`config.mk`:
```
export PLATFORM = sky130hd
export DESIGN_NAME = req_encoder_16x4
export DESIGN_NICKNAME = d
export VERILOG_FILES = /design/src/rtl/req_encoder_16x4.sv
export SDC_FILE = /design/constraint.sdc
export NUM_CORES = 1
export LEC_CHECK = 0
export CAP_MARGIN = 15
export CORE_UTILIZATION = 31
export DETAILED_ROUTE_END_ITERATION = 6
export DONT_BUFFER_PORTS = 1
export GPL_ROUTABILITY_DRIVEN = 1
export SLEW_MARGIN = 20
export SYNTH_ARGS = -nofsm -noshare
export SYNTH_HDL_FRONTEND = slang
export SYNTH_SLANG_ARGS = --single-unit
```
`constraint.sdc`:
```
create_clock -name clk -period 3.25 [get_ports clk]
set_input_delay 0.1625 -clock clk [delete_from_list [all_inputs] [get_ports clk]]
set_output_delay 0.1625 -clock clk [all_outputs]
set_load 0.05 [all_outputs]
```
`src/rtl/req_encoder_16x4.sv`:
```
// req_encoder_16x4
// Sequential 16-to-4 request encoder. Request pulses (one-hot or multi-hot)
// are merged into a pending register; pending indices are emitted one at a
// time, lowest index first, through a registered valid/ready output stage.
// A sticky overflow flag records any request that hit an index that was
// already pending and not being handed out in the same cycle.
// clr acts as the synchronous soft reset of all state.

module req_encoder_16x4 #(
    parameter int N     = 16,
    parameter int IDX_W = 4
) (
    input  logic             clk,
    input  logic             rst_n,
    input  logic             en,
    input  logic             clr,
    input  logic [N-1:0]     req,
    output logic             out_valid,
    input  logic             out_ready,
    output logic [IDX_W-1:0] out_idx,
    output logic [N-1:0]     pending,
    output logic             overflow
);

    // Index of the lowest set bit; bit 0 has the highest priority.
    // Scanning downward lets the last hit (the lowest index) win.
    function automatic logic [IDX_W-1:0] lowest_index(input logic [N-1:0] vec);
        logic [IDX_W-1:0] idx;
        idx = {IDX_W{1'b0}};
        for (int i = N - 1; i >= 0; i--) begin
            if (vec[i]) begin
                idx = IDX_W'(i);
            end else begin
                idx = idx;
            end
        end
        return idx;
    endfunction

    // One-hot mask for a given index (decoder direction).
    function automatic logic [N-1:0] index_mask(input logic [IDX_W-1:0] idx);
        logic [N-1:0] one;
        one = {{(N-1){1'b0}}, 1'b1};
        return one << idx;
    endfunction

    // Architectural state
    logic [N-1:0]     pend_r;
    logic             ov_r;
    logic [IDX_W-1:0] oidx_r;
    logic             ovf_r;

    // Next-state helpers
    logic             fire_s;
    logic             load_s;
    logic [IDX_W-1:0] sel_s;
    logic [N-1:0]     lmask_s;
    logic [N-1:0]     req_in_s;
    logic [N-1:0]     pend_nxt_s;
    logic             dup_s;

    // Handshake, selection and next pending value.
    // Only bits already in pend_r can be loaded, so a request arriving this
    // cycle is never handed out in the same cycle.
    always_comb begin
        fire_s     = 1'b0;
        load_s     = 1'b0;
        sel_s      = {IDX_W{1'b0}};
        lmask_s    = {N{1'b0}};
        req_in_s   = {N{1'b0}};
        pend_nxt_s = pend_r;
        dup_s      = 1'b0;

        fire_s = ov_r & out_ready;
        sel_s  = lowest_index(pend_r);
        load_s = (~ov_r | fire_s) & (|pend_r);

        if (load_s) begin
            lmask_s = index_mask(sel_s);
        end else begin
            lmask_s = {N{1'b0}};
        end

        if (en) begin
            req_in_s = req;
        end else begin
            req_in_s = {N{1'b0}};
        end

        // A bit being loaded now and requested again re-sets as a fresh
        // request; only bits that stay pending count as duplicates.
        pend_nxt_s = (pend_r & ~lmask_s) | req_in_s;
        dup_s      = |(req_in_s & pend_r & ~lmask_s);
    end

    // State update: async reset, then clr, then normal operation.
    always_ff @(posedge clk or negedge rst_n) begin
        if (!rst_n) begin
            pend_r <= {N{1'b0}};
            ov_r   <= 1'b0;
            oidx_r <= {IDX_W{1'b0}};
            ovf_r  <= 1'b0;
        end else if (clr) begin
            pend_r <= {N{1'b0}};
            ov_r   <= 1'b0;
            oidx_r <= {IDX_W{1'b0}};
            ovf_r  <= 1'b0;
        end else begin
            pend_r <= pend_nxt_s;

            if (load_s) begin
                ov_r   <= 1'b1;
                oidx_r <= sel_s;
            end else if (fire_s) begin
                ov_r   <= 1'b0;
                oidx_r <= oidx_r;
            end else begin
                ov_r   <= ov_r;
                oidx_r <= oidx_r;
            end

            if (dup_s) begin
                ovf_r <= 1'b1;
            end else begin
                ovf_r <= ovf_r;
            end
        end
    end

    assign out_valid = ov_r;
    assign out_idx   = oidx_r;
    assign pending   = pend_r;
    assign overflow  = ovf_r;

endmodule

```
==> summary.txt, run 1 <==
Layout
  – # fillers: 429
  – Final Non-Filler Cells: 234
  – Share of layout cells above drive strength 1: 0.152
  – Most common cell after layout, fill and taps aside: nand2_1
  – Layout area overhead: 17.4%
  – ANT cells: 0
  – Commonest cells after routing, fill and taps aside: nand2_1 (24), nor2_1 (22), a21oi_1 (22), dfrtp_1 (22), buf_4 (15)
  – Nets: 206

CTS
  – Hold_buf cts: 2
  – CTS H-tree depth: 1
  – Post-CTS resize count: 0
  – # Post-CTS Setup Buffers: 0
  – Clock buffer depth: 2
  – Clock root cell: clkbuf_8
  – Worst-path clk slew: 0.09 ns
  – Num CTS Buffers: 3
  – CTS tree: yes
  – Num Clock Sinks: 22
  – Skew-Pair Late Insertion Delay: 0.28 ns

Pwr
  – Leakage: 0.000674 µW
  – Pwr/cell area: 507 nW/µm²
  – Worst vdd ir: 160 µV

Route
  – Post-Route WL: 4.38 mm
  – Initial DRC count: 90
  – Router iterations before antenna repair: 4
  – Routed WL per cell: 18.7 µm
  – Via-per-instance ratio: 5.93
  – DRC viols: 0
  – Via count: 1,388
  – Final ANT Viol Nets: 0

Status
  – Status: complete, no violations

Worst setup path
  – CP Capture Type: register
  – R2r setup slk: 0.54 ns
  – RR Endpoint: overflow
  – Critical path arrival: 2.88 ns
  – R2R Path Start: out_valid
  – Crit Path Max Fanout: 7
  – Startpoint class of the critical path: register
  – CP Data Required Time: 3.42 ns
  – CP startpoint: out_valid
  – Cells on worst reg2reg path: 7
  – Crit Path Class: register to register
  – CP Capture Point: overflow

Synthesis
  – Synth Flop Type: dfrtp_1
  – FFs w/ async S/R, synth: 1.00
  – Synth Area in XOR/XNOR: 0
  – Average size of a mapped cell: 8.14 µm²
  – Main combinational cell family by area after synthesis: compound AO/OA/AOI/OAI gates
  – Count of mapped cells out of synthesis: 167
  – Mapped Area: 1360 µm²
  – Post-Syn Nets: 188
  – Adder-Cell Fraction of Synth Area: 0
  – Synth Area in Simple Gates: 0.261
  – Yosys reg bits: 22
  – Number of synthesized flops with an enable pin: 0
  – Seq/Total Area, Yosys: 0.405
  – Multiplexer area fraction after synthesis: 0
  – Library cells used by synthesis: 36
  – Compound-Gate Fraction of Synth Area: 0.304
  – Yosys warnings: 0

STA
  – Worst setup margin: 0.538 ns
  – Final hold vios: 0
  – Worst-margin pin slew: 0.838 ns
  – Clk_skew: 0.00480 ns
  – Slew headroom: 0.440
  – Final Setup Violations: 0
  – Min Tclk post-route: 2.71 ns
  – Slew Viols, Final: 0
  – Final Cycle Share: 0.834
  – Fmax: 369 MHz
  – Setup TNS: 0 ns
  – Unrepaired setup endpoints after global routing: false

Floorplanning
  – # IOs: 43
  – Die Width: 68.2 µm
  – Die height: 68.2 µm
  – Area of the die: 4660 µm²
  – Core Rows: 23
  – Initial Util: 0.330
  – Core ar.: 4120 µm²

Flow run
  – Max Cap Viol: 0

Placed design
  – Place WS: 0.597 ns
  – PortBufs: 0
  – Detail Placement HPWL: 3.27 mm
  – Gp weighted congestion: 0.954
  – Placed Instances: 227

Global routing
  – Vias in the first global route: 1,292
  – All-Layer GR Usage: 0.201
  – Pin count of the biggest net entering global routing: 23
  – Initial antenna violation count: 0
  – Grt ovf: 0
  – First-pass GRT wire length: 6.73 mm

Min path
  – Min-delay worst type: input pin to register
==> report_power, final <==
part | switching, µW | internal, µW
registers | 61.8 | 294
clock network | 100 | 109
logic | 164 | 81.1
total | 325 | 484
==> metal layers <==
layer / vias to the layer above / global-route usage / part of all wire
met5: - / 0 / 0
li1: 653 / - / -
met4: 0 / 0.0651 / 0.012
met2: 53 / 0.321 / 0.46
met3: 5 / 0.0600 / 0.098
met1: 677 / 0.256 / 0.43
==> how the worst min path moves through the flow <==
stage                  from     endpoint  cells after the start
detailed placement    rst_n  pending[15]                      0
CTS                      en  pending[11]                      2
global route             en  pending[14]                      2
global placement      rst_n  pending[15]                      0
finish              req[11]  pending[11]                      2
floorplan             rst_n   out_idx[0]                      0
==> cell usage after synthesis, drive strengths merged, types with 5 or more instances <==
| master | instances | area, µm² |
|---|---|---|
| o21ai | 10 | 50.1 |
| a21oi | 22 | 110 |
| inv | 6 | 22.5 |
| o211ai | 5 | 37.5 |
| a22oi | 6 | 45.0 |
| nand2 | 25 | 96.4 |
| nor4 | 5 | 58.8 |
| clkbuf | 5 | 18.8 |
| nand3 | 6 | 30.0 |
| dfrtp | 22 | 551 |
| nor2 | 22 | 82.6 |
==> worst max-delay path, cell delays in order (launching register included) <==
cell	delay, ns
dfrtp_1	0.59
nand2b_2	0.26
nand2_2	0.14
or4b_4	0.58
o311a_1	0.31
nor4_2	0.27
o221ai_1	0.19
o31a_1	0.26
==> layout make-up <==
type | count | area [µm²] | share of cell area
multi-input cells | 134 | 768 | 0.481
flip-flops and latches | 22 | 551 | 0.345
repair buffers | 18 | 138 | 0.0862
well taps | 50 | 62.6 | 0.0392
clock buffers | 4 | 55.1 | 0.0345
inverters | 6 | 22.5 | 0.0141
==> sequential cells by signal, indices dropped and copies added (netlist names) <==
name and count:
overflow 1, pending 16, out_idx 4, out_valid 1
==> stage by stage <==
stage               hold WS, ns  utilization  instance area, µm²  power, µW
CTS                      0.0166        0.387                1590        807
finish                   0.0183        0.388                1600        809
global placement         -0.133        0.369                1520        590
global route             0.0216        0.388                1600        846
detailed placement       -0.133        0.369                1520        590
floorplan                -0.133            -                1360        529
==> kinds of logic after synthesis <==
logic type,count (synthesis)
and+or+nand+nor,70
buffers and inverters,11
AOI/OAI and AO/OA,64
DFF,22
(Power assumes the default switching activity.)
==> run 2: changes to the inputs <==
--- a/config.mk
+++ b/config.mk
@@ -5,6 +5,7 @@
 export SDC_FILE = /design/constraint.sdc
 export NUM_CORES = 1
 export LEC_CHECK = 0
+export ABC_AREA = 1
 export CAP_MARGIN = 15
 export CORE_UTILIZATION = 31
 export DETAILED_ROUTE_END_ITERATION = 6
==> constraint.sdc (replaced) <==
create_clock -name clk -period 2.72 [get_ports clk]
set_input_delay 0.136 -clock clk [delete_from_list [all_inputs] [get_ports clk]]
set_output_delay 0.136 -clock clk [all_outputs]
set_load 0.05 [all_outputs]
==> run 2 against run 1 <==
  * Routed wire length fell by 6.3%
  * Cell area rose by 15%
  * Sequential power rose by 15%
  * Critical path type unchanged
  * Clock-buffer cell count did not move
  * First-iteration DRC count fell by 3.3%
  * Synthesized area rose by 14%
  * Sequential share of layout area fell by 4.4 points
  * Largest cell class unchanged
  * Non-clock buffer count rose by 3
  * Hold slack got worse by 0.011 ns
  * Clock power rose by 15%
==> summary.txt, run 2 <==
Placed design
  – Gp weighted congestion: 0.863
  – Placed Instances: 298
  – Detail Placement HPWL: 3.14 mm
  – PortBufs: 0

Floorplanning
  – Die height: 72.6 µm
  – Initial Util: 0.325
  – Core Rows: 25
  – # IOs: 43
  – Core ar.: 4750 µm²
  – Die Width: 72.6 µm
  – Area of the die: 5270 µm²

Layout
  – Max FFs per register: 16
  – Final Non-Filler Cells: 306
  – Area of the multi-input gates: 831 µm²
  – # fillers: 528
  – Share of layout cells above drive strength 1: 0.222
  – Final Util: 0.385
  – Commonest cells after routing, fill and taps aside: nand2_1 (56), inv_1 (30), dfrtp_1 (22), a21oi_1 (18), buf_4 (17)
  – ANT cells: 0
  – Register Area: 551 µm²
  – Layout area overhead: 18.6%
  – Nets: 261
  – Most common cell after layout, fill and taps aside: nand2_1

Synthesis
  – Most common cell in the synthesized netlist: nand2_1
  – Yosys warnings: 0
  – Yosys reg bits: 22
  – Seq/Total Area, Yosys: 0.357
  – Post-synth top cells: nand2_1 (56), inv_1 (30), dfrtp_1 (22), a21oi_1 (18), nor2_1 (16)
  – Average size of a mapped cell: 7.08 µm²
  – Largest area contributor in the synthesized netlist: dfrtp_1
  – Yosys top cell area share: 0.357
  – Number of synthesized flops with an enable pin: 0
  – Mapped Area: 1540 µm²
  – Cells taking the most area after synthesis: dfrtp_1 (36%), nand2_1 (14%), inv_1 (7.3%)
  – Library cells used by synthesis: 27
  – Synth Flop Type: dfrtp_1
  – FFs w/ async S/R, synth: 1.00
  – Count of mapped cells out of synthesis: 218
  – Post-Syn Nets: 239

Pwr
  – PnR Total Power: 1010 µW
  – Pwr/cell area: 554 nW/µm²
  – Worst vdd ir: 262 µV
  – Leakage: 0.000907 µW

CTS
  – Worst-path clk slew: 0.08 ns
  – Num CTS Buffers: 3
  – Clock buffer depth: 2
  – CTS H-tree depth: 1
  – Clock root cell: clkbuf_8
  – Post-CTS resize count: 0
  – CTS tree: yes
  – Skew-Pair Late Insertion Delay: 0.27 ns
  – Num Clock Sinks: 22
  – # Post-CTS Setup Buffers: 0

STA
  – Slew headroom: 0.514
  – Setup TNS: 0 ns
  – Worst-margin pin slew: 0.727 ns
  – Unrepaired setup endpoints after global routing: false
  – Fmax: 457 MHz
  – Clk_skew: 0.00453 ns
  – Final hold vios: 0
  – Min Tclk post-route: 2.19 ns
  – Slew Viols, Final: 0
  – Final Cycle Share: 0.805
  – Final Setup Violations: 0
  – Worst hold slack: 0.00778 ns

Worst setup path
  – CP Data Required Time: 2.89 ns
  – Critical path arrival: 2.36 ns
  – CP Capture Type: register
  – Cells on worst reg2reg path: 12
  – CP startpoint: pending[10]
  – R2R Path Start: pending[10]
  – Crit Path Class: register to register
  – Startpoint class of the critical path: register
  – Crit Path Max Fanout: 9

Global routing
  – First-pass GRT wire length: 6.57 mm
  – Pin count of the biggest net entering global routing: 23
  – Initial antenna violation count: 0
  – Grt ovf: 0
  – All-Layer GR Usage: 0.162
  – Vias in the first global route: 1,340

Min path
  – Worst hold stages: 2
  – Min-delay worst type: input pin to register
  – Hold path start: req[2]

Route
  – Via-per-instance ratio: 4.79
  – Initial DRC count: 87
  – Router iterations before antenna repair: 4
  – Final ANT Viol Nets: 0
  – Via count: 1,467
  – Post-Route WL: 4.11 mm
  – Routed WL per cell: 13.4 µm
  – DRC viols: 0

Flow run
  – Max Cap Viol: 0

Status
  – Status: complete, no violations
[run 2: cell count changes in the layout (fill, tap and decap cells not counted), sizes merged, moves of 5 or more]
| cell | delta |
|---|---|
| nand4 | +13 |
| inv | +30 |
| nand3 | +12 |
| nand2 | +41 |
| a22oi | -6 |
| o211ai | -5 |
[run 2: area by class of cell]
cell class,count,share of cell area
multi-input cells,154,0.454
clock buffers,4,0.0301
well taps,67,0.0458
flip-flops and latches,22,0.301
repair buffers,21,0.0889
inverters,38,0.0807
[run 2: power breakdown]
part / internal [µW] / total (µW) / switching [µW]
sequential: 353 / 408 / 56.0
clock: 129 / 240 / 111
combinational: 105 / 365 / 260
[run 2: timing repair]
| item | CTS | global route |
|---|---|---|
| setup endpoints to repair | 0 | 0 |
| hold buffers | 3 | 1 |
| endpoints found under the hold margin | 39 | 22 |
[run 2: logic make-up (layout without fill, tap and decap cells)]
family,after synthesis,count (layout),synth area share
DFF,22,22,0.357
and+or+nand+nor,121,121,0.412
AOI/OAI and AO/OA,33,33,0.126
buffers and inverters,42,63,0.105
[run 2: path summary, 6_finish.rpt]
check	to	slack, ns
min in group asynchronous	pending[7]	0.42
max in group asynchronous	out_idx[0]	1.96
min reg2reg	pending[15]	0.57
max reg2reg	overflow	0.53
min	pending[2]	0.008
max	overflow	0.53
[run 2: stage by stage]
stage          area (µm²)  setup WS, ns
6_report             1830         0.530
5_1_grt              1830         0.335
4_1_cts              1830         0.526
3_5_place_dp         1740         0.535
3_3_place_gp         1740         0.538
2_1_floorplan        1540         0.548
[run 2: worst max-delay path: stages, from the launching register on]
cell,delay [ns]
dfrtp_1,0.44
nor4_2,0.36
nand2_1,0.14
a21oi_4,0.28
inv_4,0.12
nor2_4,0.15
nand3_2,0.09
a21oi_2,0.12
nand2_1,0.06
nor2_1,0.15
nand3_1,0.09
nand2_1,0.06
inv_1,0.03
[run 2: layer usage]
layer / up-vias / GRT usage / share of wire
met5: - / 0 / 0
met4: 0 / 0.0261 / 0.0061
met3: 2 / 0.0428 / 0.063
met2: 41 / 0.255 / 0.45
met1: 679 / 0.228 / 0.48
li1: 745 / - / -
